File: src/rtl/axis_frame_gen.sv
// AXI-Stream traffic source: emits runs of frames with gaps, backpressure and abort.
// Define AXIS_FRAME_GEN_LFSR_EN to take payload from a 16-bit LFSR instead of seed + beat index.
module axis_frame_gen #(
  parameter int DATA_WIDTH = 8,
  parameter int LEN_WIDTH  = 16,
  parameter int CNT_WIDTH  = 16,
  parameter int GAP_WIDTH  = 8
) (
  input  logic                  clk,
  input  logic                  rst_n,
  input  logic                  start,
  input  logic                  abort,
  input  logic [LEN_WIDTH-1:0]  frame_len,
  input  logic [CNT_WIDTH-1:0]  frame_count,
  input  logic [GAP_WIDTH-1:0]  gap_len,
  input  logic [DATA_WIDTH-1:0] seed,
  output logic [DATA_WIDTH-1:0] output_axis_tdata,
  output logic                  output_axis_tvalid,
  input  logic                  output_axis_tready,
  output logic                  output_axis_tlast,
  output logic                  output_axis_tuser,
  output logic                  busy,
  output logic                  done,
  output logic [CNT_WIDTH-1:0]  frames_sent
);
  typedef enum logic [1:0] {IDLE = 2'd0, SEND = 2'd1, GAP = 2'd2} state_t;

  state_t                state_r;
  logic [LEN_WIDTH-1:0]  len_r, beat_r;
  logic [CNT_WIDTH-1:0]  left_r, sent_r;
  logic [GAP_WIDTH-1:0]  gap_len_r, gap_cnt_r;
  logic [DATA_WIDTH-1:0] seed_r, tdata_r;
  logic                  tvalid_r, tlast_r, tuser_r, busy_r, done_r, abort_pend_r;

  logic                  start_ok_s, xfer_s, abort_eff_s, stop_s, last_nxt_s, first_last_s;
  logic                  load0_s, step_s;
  logic [LEN_WIDTH-1:0]  beat_nxt_s, len_src_s;
  logic [DATA_WIDTH-1:0] seed_src_s, data0_s, data_nxt_s;

  assign start_ok_s   = start & (frame_len != LEN_WIDTH'(0)) & (frame_count != CNT_WIDTH'(0));
  assign xfer_s       = tvalid_r & output_axis_tready;
  assign abort_eff_s  = abort | abort_pend_r;
  assign stop_s       = abort_eff_s | (left_r == CNT_WIDTH'(1));
  assign beat_nxt_s   = beat_r + LEN_WIDTH'(1);
  assign last_nxt_s   = (beat_nxt_s == (len_r - LEN_WIDTH'(1)));
  // In IDLE the run parameters are not latched yet, so beat 0 comes straight from the inputs.
  assign seed_src_s   = (state_r == IDLE) ? seed : seed_r;
  assign len_src_s    = (state_r == IDLE) ? frame_len : len_r;
  assign first_last_s = (len_src_s == LEN_WIDTH'(1));

`ifdef AXIS_FRAME_GEN_LFSR_EN
  logic [15:0] lfsr_r, lfsr0_s;

  function automatic logic [15:0] lfsr_step(input logic [15:0] s);
    return {s[14:0], s[15] ^ s[13] ^ s[12] ^ s[10]};
  endfunction

  function automatic logic [15:0] lfsr_init(input logic [DATA_WIDTH-1:0] sd);
    logic [15:0] v;
    v = 16'({sd, ~sd});
    if (v == 16'h0000) v = 16'h0001;
    return v;
  endfunction

  assign lfsr0_s    = lfsr_init(seed_src_s);
  assign data0_s    = DATA_WIDTH'(lfsr0_s);
  assign data_nxt_s = DATA_WIDTH'(lfsr_step(lfsr_r));

  // LFSR state of the presented beat: reseeded per frame, advanced per transferred beat.
  always_ff @(posedge clk) begin
    if (!rst_n) begin
      lfsr_r <= 16'h0000;
    end else if (load0_s) begin
      lfsr_r <= lfsr0_s;
    end else if (step_s) begin
      lfsr_r <= lfsr_step(lfsr_r);
    end else begin
      lfsr_r <= lfsr_r;
    end
  end
`else
  assign data0_s    = seed_src_s;
  assign data_nxt_s = tdata_r + DATA_WIDTH'(1);
`endif

  // Decide whether the beat registers load beat 0 of a frame or advance to the next beat.
  always_comb begin
    load0_s = 1'b0;
    step_s  = 1'b0;
    case (state_r)
      IDLE: load0_s = start_ok_s;
      SEND: begin
        if (xfer_s && tlast_r) begin
          load0_s = ~stop_s & (gap_len_r == GAP_WIDTH'(0));
        end else begin
          step_s = xfer_s;
        end
      end
      GAP:     load0_s = ~abort & (gap_cnt_r == GAP_WIDTH'(1));
      default: load0_s = 1'b0;
    endcase
  end

  // Run control and registered stream outputs.
  always_ff @(posedge clk) begin
    if (!rst_n) begin
      state_r      <= IDLE;
      len_r        <= LEN_WIDTH'(0);
      beat_r       <= LEN_WIDTH'(0);
      left_r       <= CNT_WIDTH'(0);
      sent_r       <= CNT_WIDTH'(0);
      gap_len_r    <= GAP_WIDTH'(0);
      gap_cnt_r    <= GAP_WIDTH'(0);
      seed_r       <= DATA_WIDTH'(0);
      tdata_r      <= DATA_WIDTH'(0);
      tvalid_r     <= 1'b0;
      tlast_r      <= 1'b0;
      tuser_r      <= 1'b0;
      busy_r       <= 1'b0;
      done_r       <= 1'b0;
      abort_pend_r <= 1'b0;
    end else begin
      done_r <= 1'b0;
      if (load0_s) begin
        state_r  <= SEND;
        busy_r   <= 1'b1;
        tvalid_r <= 1'b1;
        tdata_r  <= data0_s;
        tlast_r  <= first_last_s;
        tuser_r  <= 1'b0;
        beat_r   <= LEN_WIDTH'(0);
      end else if (step_s) begin
        // A pending or concurrent abort truncates the frame at the beat loaded now.
        tdata_r      <= data_nxt_s;
        beat_r       <= beat_nxt_s;
        tlast_r      <= last_nxt_s | abort_eff_s;
        tuser_r      <= abort_eff_s;
        abort_pend_r <= abort_eff_s;
      end else begin
        tdata_r <= tdata_r;
      end
      case (state_r)
        IDLE: begin
          if (start_ok_s) begin
            len_r        <= frame_len;
            left_r       <= frame_count;
            gap_len_r    <= gap_len;
            seed_r       <= seed;
            abort_pend_r <= 1'b0;
          end
        end
        SEND: begin
          if (xfer_s && tlast_r) begin
            sent_r <= sent_r + CNT_WIDTH'(1);
            left_r <= left_r - CNT_WIDTH'(1);
            if (stop_s) begin
              state_r      <= IDLE;
              tvalid_r     <= 1'b0;
              tlast_r      <= 1'b0;
              tuser_r      <= 1'b0;
              busy_r       <= 1'b0;
              done_r       <= 1'b1;
              abort_pend_r <= 1'b0;
            end else if (gap_len_r != GAP_WIDTH'(0)) begin
              state_r   <= GAP;
              tvalid_r  <= 1'b0;
              tlast_r   <= 1'b0;
              gap_cnt_r <= gap_len_r;
            end
          end else if (abort) begin
            abort_pend_r <= 1'b1;
          end
        end
        GAP: begin
          if (abort) begin
            state_r      <= IDLE;
            busy_r       <= 1'b0;
            done_r       <= 1'b1;
            abort_pend_r <= 1'b0;
          end else if (gap_cnt_r != GAP_WIDTH'(1)) begin
            gap_cnt_r <= gap_cnt_r - GAP_WIDTH'(1);
          end
        end
        default: state_r <= IDLE;
      endcase
    end
  end

  assign output_axis_tdata  = tdata_r;
  assign output_axis_tvalid = tvalid_r;
  assign output_axis_tlast  = tlast_r;
  assign output_axis_tuser  = tuser_r;
  assign busy               = busy_r;
  assign done               = done_r;
  assign frames_sent        = sent_r;
endmodule

File: config.mk
export PLATFORM = sky130hd
export DESIGN_NAME = axis_frame_gen
export DESIGN_NICKNAME = d
export VERILOG_FILES = /design/src/rtl/axis_frame_gen.sv
export SDC_FILE = /design/constraint.sdc
export NUM_CORES = 1
export LEC_CHECK = 0
export BUFFER_PORTS_ARGS = -buffer_cell sky130_fd_sc_hd__buf_4
export CAP_MARGIN = 25
export CORE_ASPECT_RATIO = 1.4
export CORE_MARGIN = 2
export CORE_UTILIZATION = 52
export DETAILED_ROUTE_END_ITERATION = 10
export GPL_ROUTABILITY_DRIVEN = 0
export PLACE_DENSITY = 0.73
export SETUP_SLACK_MARGIN = 0.1
export SYNTH_ARGS = -nofsm -noshare
export SYNTH_HDL_FRONTEND = slang
export SYNTH_SLANG_ARGS = --single-unit
export TNS_END_PERCENT = 30
File: constraint.sdc
create_clock -name clk -period 5 [get_ports clk]
set_clock_uncertainty 0.2 [all_clocks]
set_input_delay 0.5 -clock clk [delete_from_list [all_inputs] [get_ports clk]]
set_output_delay 0.5 -clock clk [all_outputs]
set_load 0.01 [all_outputs]
==> impl_metrics.py <==
metrics = {
    "critical_path": {
        "crit_fanout": 30,
        "crit_required_ns": 5.03,
        "reg2regPathDepth": 10,
        "cp-start-kind": "flop",
        "crit_path_end_kind": "flop",
        "path_class": "flop to flop",
        "arrival_ns": 3.01,
    },
    "layout": {
        "num_antenna_cells": 0,
        "area_growth_pct": 17.1,
        "fin_nets": 822,
        "fin_cells": 905,
        "layout-drive-gt1-share_pct": 17.7,
    },
    "drt": {
        "via_count": 5239,
        "drc": 0,
        "m1WireLength_mm": 6.01,
        "wl_met3_um": 622,
        "wl_mm": 14.4,
        "first_iter_violations": 217,
        "top_layer_used": "met4",
        "ant_nets": 0,
        "avgViaCountPerCell": 5.79,
        "drt-pass1-iter-count": 5,
        "wl_met2_mm": 7.40,
        "wire_per_inst_um": 15.9,
    },
    "cts": {
        "cts_resized": 0,
        "path_clk_slew_ns": 0.07,
        "insertion_delay_ns": 0.34,
        "postCtsHoldBufs": 0,
        "numCtsBuffers": 9,
        "cts.sinks": 104,
        "cts_tree": "done",
        "clock_path_buffers": 2,
        "postCtsSetupBuffers": 0,
        "cts_root_buffer": "clkbuf_16",
        "htreeDepth": 3,
    },
    "placed_design": {
        "port_buffers": 81,
        "dp_slack_ns": 1.48,
        "placed_cells_incl_taps": 888,
        "dp_hpwl_mm": 10.4,
    },
    "grt": {
        "grt_max_degree": 87,
        "antenna_found_initial": 0,
        "grt_overflow": 0,
        "grt_first_pass_wirelength_mm": 24.1,
        "grtUsageTotal_pct": 24.3,
        "grt_pass1_vias": 5187,
    },
    "synthesis": {
        "synth_sequential_area_ratio_pct": 34.9,
        "synth_edf_count": 0,
        "ys_ff_latch": 104,
        "synth_most_common_cell": "dfxtp_1",
        "yosysWarnings": 0,
        "yosys.area.top_type_share_pct": 34.9,
        "synth_top_cells_by_count": "dfxtp_1 (104), nor2_1 (72), nand2_1 (60)",
        "ys_types": 51,
        "syn_nets": 761,
        "synth.largest_area_cell": "dfxtp_1",
        "postSynthCellCount": 696,
        "ys.flop_type": "dfxtp_1",
        "avgSynthCellArea_um2": 8.57,
        "syn-cell-area_um2": 5960,
        "synthArstFlopShare_pct": 0,
        "ys_top_cells_by_area": "dfxtp_1 (35%), xnor2_1 (7.6%), mux2i_1 (7.2%)",
    },
    "timing": {
        "slew_headroom_pct": 40.5,
        "fin_ws_ns": 2.02,
        "rsz0062_at_grt": "false",
        "drv_slew": 0,
        "tns_ns": 0,
        "timing.final.crit_share_pct": 59.6,
        "worst_hold_slack_ns": 0.214,
        "setup_violations": 0,
        "finalHoldViolCount": 0,
        "worst_pin_slew_ns": 0.885,
        "fmax_mhz": 336,
        "fin_crit_ns": 2.98,
    },
    "pwr": {
        "power_switching_mw": 0.610,
        "clkPwrFrac_pct": 33.7,
        "power.density_nw_per_um2": 308,
        "p_int_mw": 1.54,
        "swShare_pct": 28.4,
        "pwr-share-comb_pct": 22.4,
        "p_leak_nw": 2.93,
        "seqPwrFrac_pct": 43.9,
        "vdd_ir_drop_max_uv": 181,
    },
    "floorplan": {
        "start_util_pct": 52.9,
        "chipHeight_um": 131,
        "die_w_um": 94.5,
        "core-area_um2": 11300,
        "rows": 46,
        "io_pins": 82,
        "fp.dieArea_um2": 12400,
    },
    "min_path": {
        "hold_depth": 3,
        "worst_hold_path_type": "primary input to flop",
    },
    "job": {
        "cap_violations": 0,
    },
    "outcome": {
        "outcome": "completed",
    },
}
power groups by stage:
stage               logic [mW]  clock network (mW)  registers, mW
finish                   0.481               0.724          0.944
global route             0.534               0.773          0.952
CTS                      0.475               0.738          0.942
detailed placement       0.473                   0          0.960
global placement         0.457                   0          0.958
floorplan                0.351                   0          0.946
metal layers:
layer | track usage [%] | vias up
met2 | 43.3 | 118
met3 | 4.76 | 30
met4 | 9.55 | 0
met1 | 28.6 | 2500
li1 | - | 2591
met5 | 0 | -
worst paths after layout:
kind                                                 from                      endpoint  slack [ns]
worst max register to register      state_r[1]$_SDFF_PN0_  frames_sent[15]$_SDFFE_PN0P_        2.02
worst min register to register  gap_cnt_r[1]$_SDFFE_PN0P_     gap_cnt_r[1]$_SDFFE_PN0P_        0.28
worst max-delay path                state_r[1]$_SDFF_PN0_  frames_sent[15]$_SDFFE_PN0P_        2.02
worst min-delay path                           gap_len[3]     gap_len_r[3]$_SDFFE_PN0P_        0.21
cell families (layout without fill, tap and decap cells):
kind of cell             after synthesis  after routing  share of synthesized area (%)
XOR/XNOR                              74             74                           11.3
flip-flops                           104            104                           34.9
AND/OR/NAND/NOR                      302            302                           26.2
adder cells (fa/ha/maj)               12             12                           2.52
multiplexers                          43             43                           7.22
buffers and inverters                 52            117                           3.61
AO/OA/AOI/OAI                        109            109                           14.2
cell type report:
class / instances / area [um2]
clock inverters: 2 / 37.5
repair buffers: 87 / 664
fillers: 1018 / 4300
multi-input cells: 540 / 3690
inverters: 15 / 56.3
clock buffers: 13 / 270
flip-flops and latches: 104 / 2080
well taps: 144 / 180
through the flow:
stage | instance area (um2) | utilization [%] | power (mW)
CTS | 6960 | 61.7 | 2.16
global placement | 6640 | 58.9 | 1.41
global route | 6990 | 61.9 | 2.26
floorplan | 5960 | - | 1.30
detailed placement | 6650 | 59.0 | 1.43
finish | 6990 | 61.9 | 2.15
sequential cells by signal, summed over array words and instances, names as in the netlist, 2 cells and up:
signal,flops
frames_sent,16
beat_r,16
output_axis_tdata,8
left_r,16
state_r,2
gap_len_r,8
len_r,16
gap_cnt_r,8
seed_r,8
layout by cell type, fill, tap and decap left out, types with 13 or more instances in the layout:
master   Yosys  final
dfxtp_1    104    104
buf_4        2     85
nor2_1      72     72
nand2_1     60     60
xnor2_1     52     52
mux2i_1     43     43
nor2b_1     38     38
xor2_1      20     20
nand3_1     19     19
a21oi_1     18     18
nor3_1      17     17
and2_1      17     17
nor4_1      16     16
o221a_2     16     16
inv_1       15     15
o21ai_0     14     13
worst max-delay path, stage by stage (launching register included):
cell	delay [ns]
dfxtp_1	0.33
inv_1	0.10
ha_1	0.16
buf_4	0.29
inv_1	0.37
nor2_1	0.32
nand4_1	0.34
nor2_1	0.33
nand3_1	0.14
xnor2_1	0.14
and2_1	0.14
No activity file was read; power rests on OpenSTA's default activity.
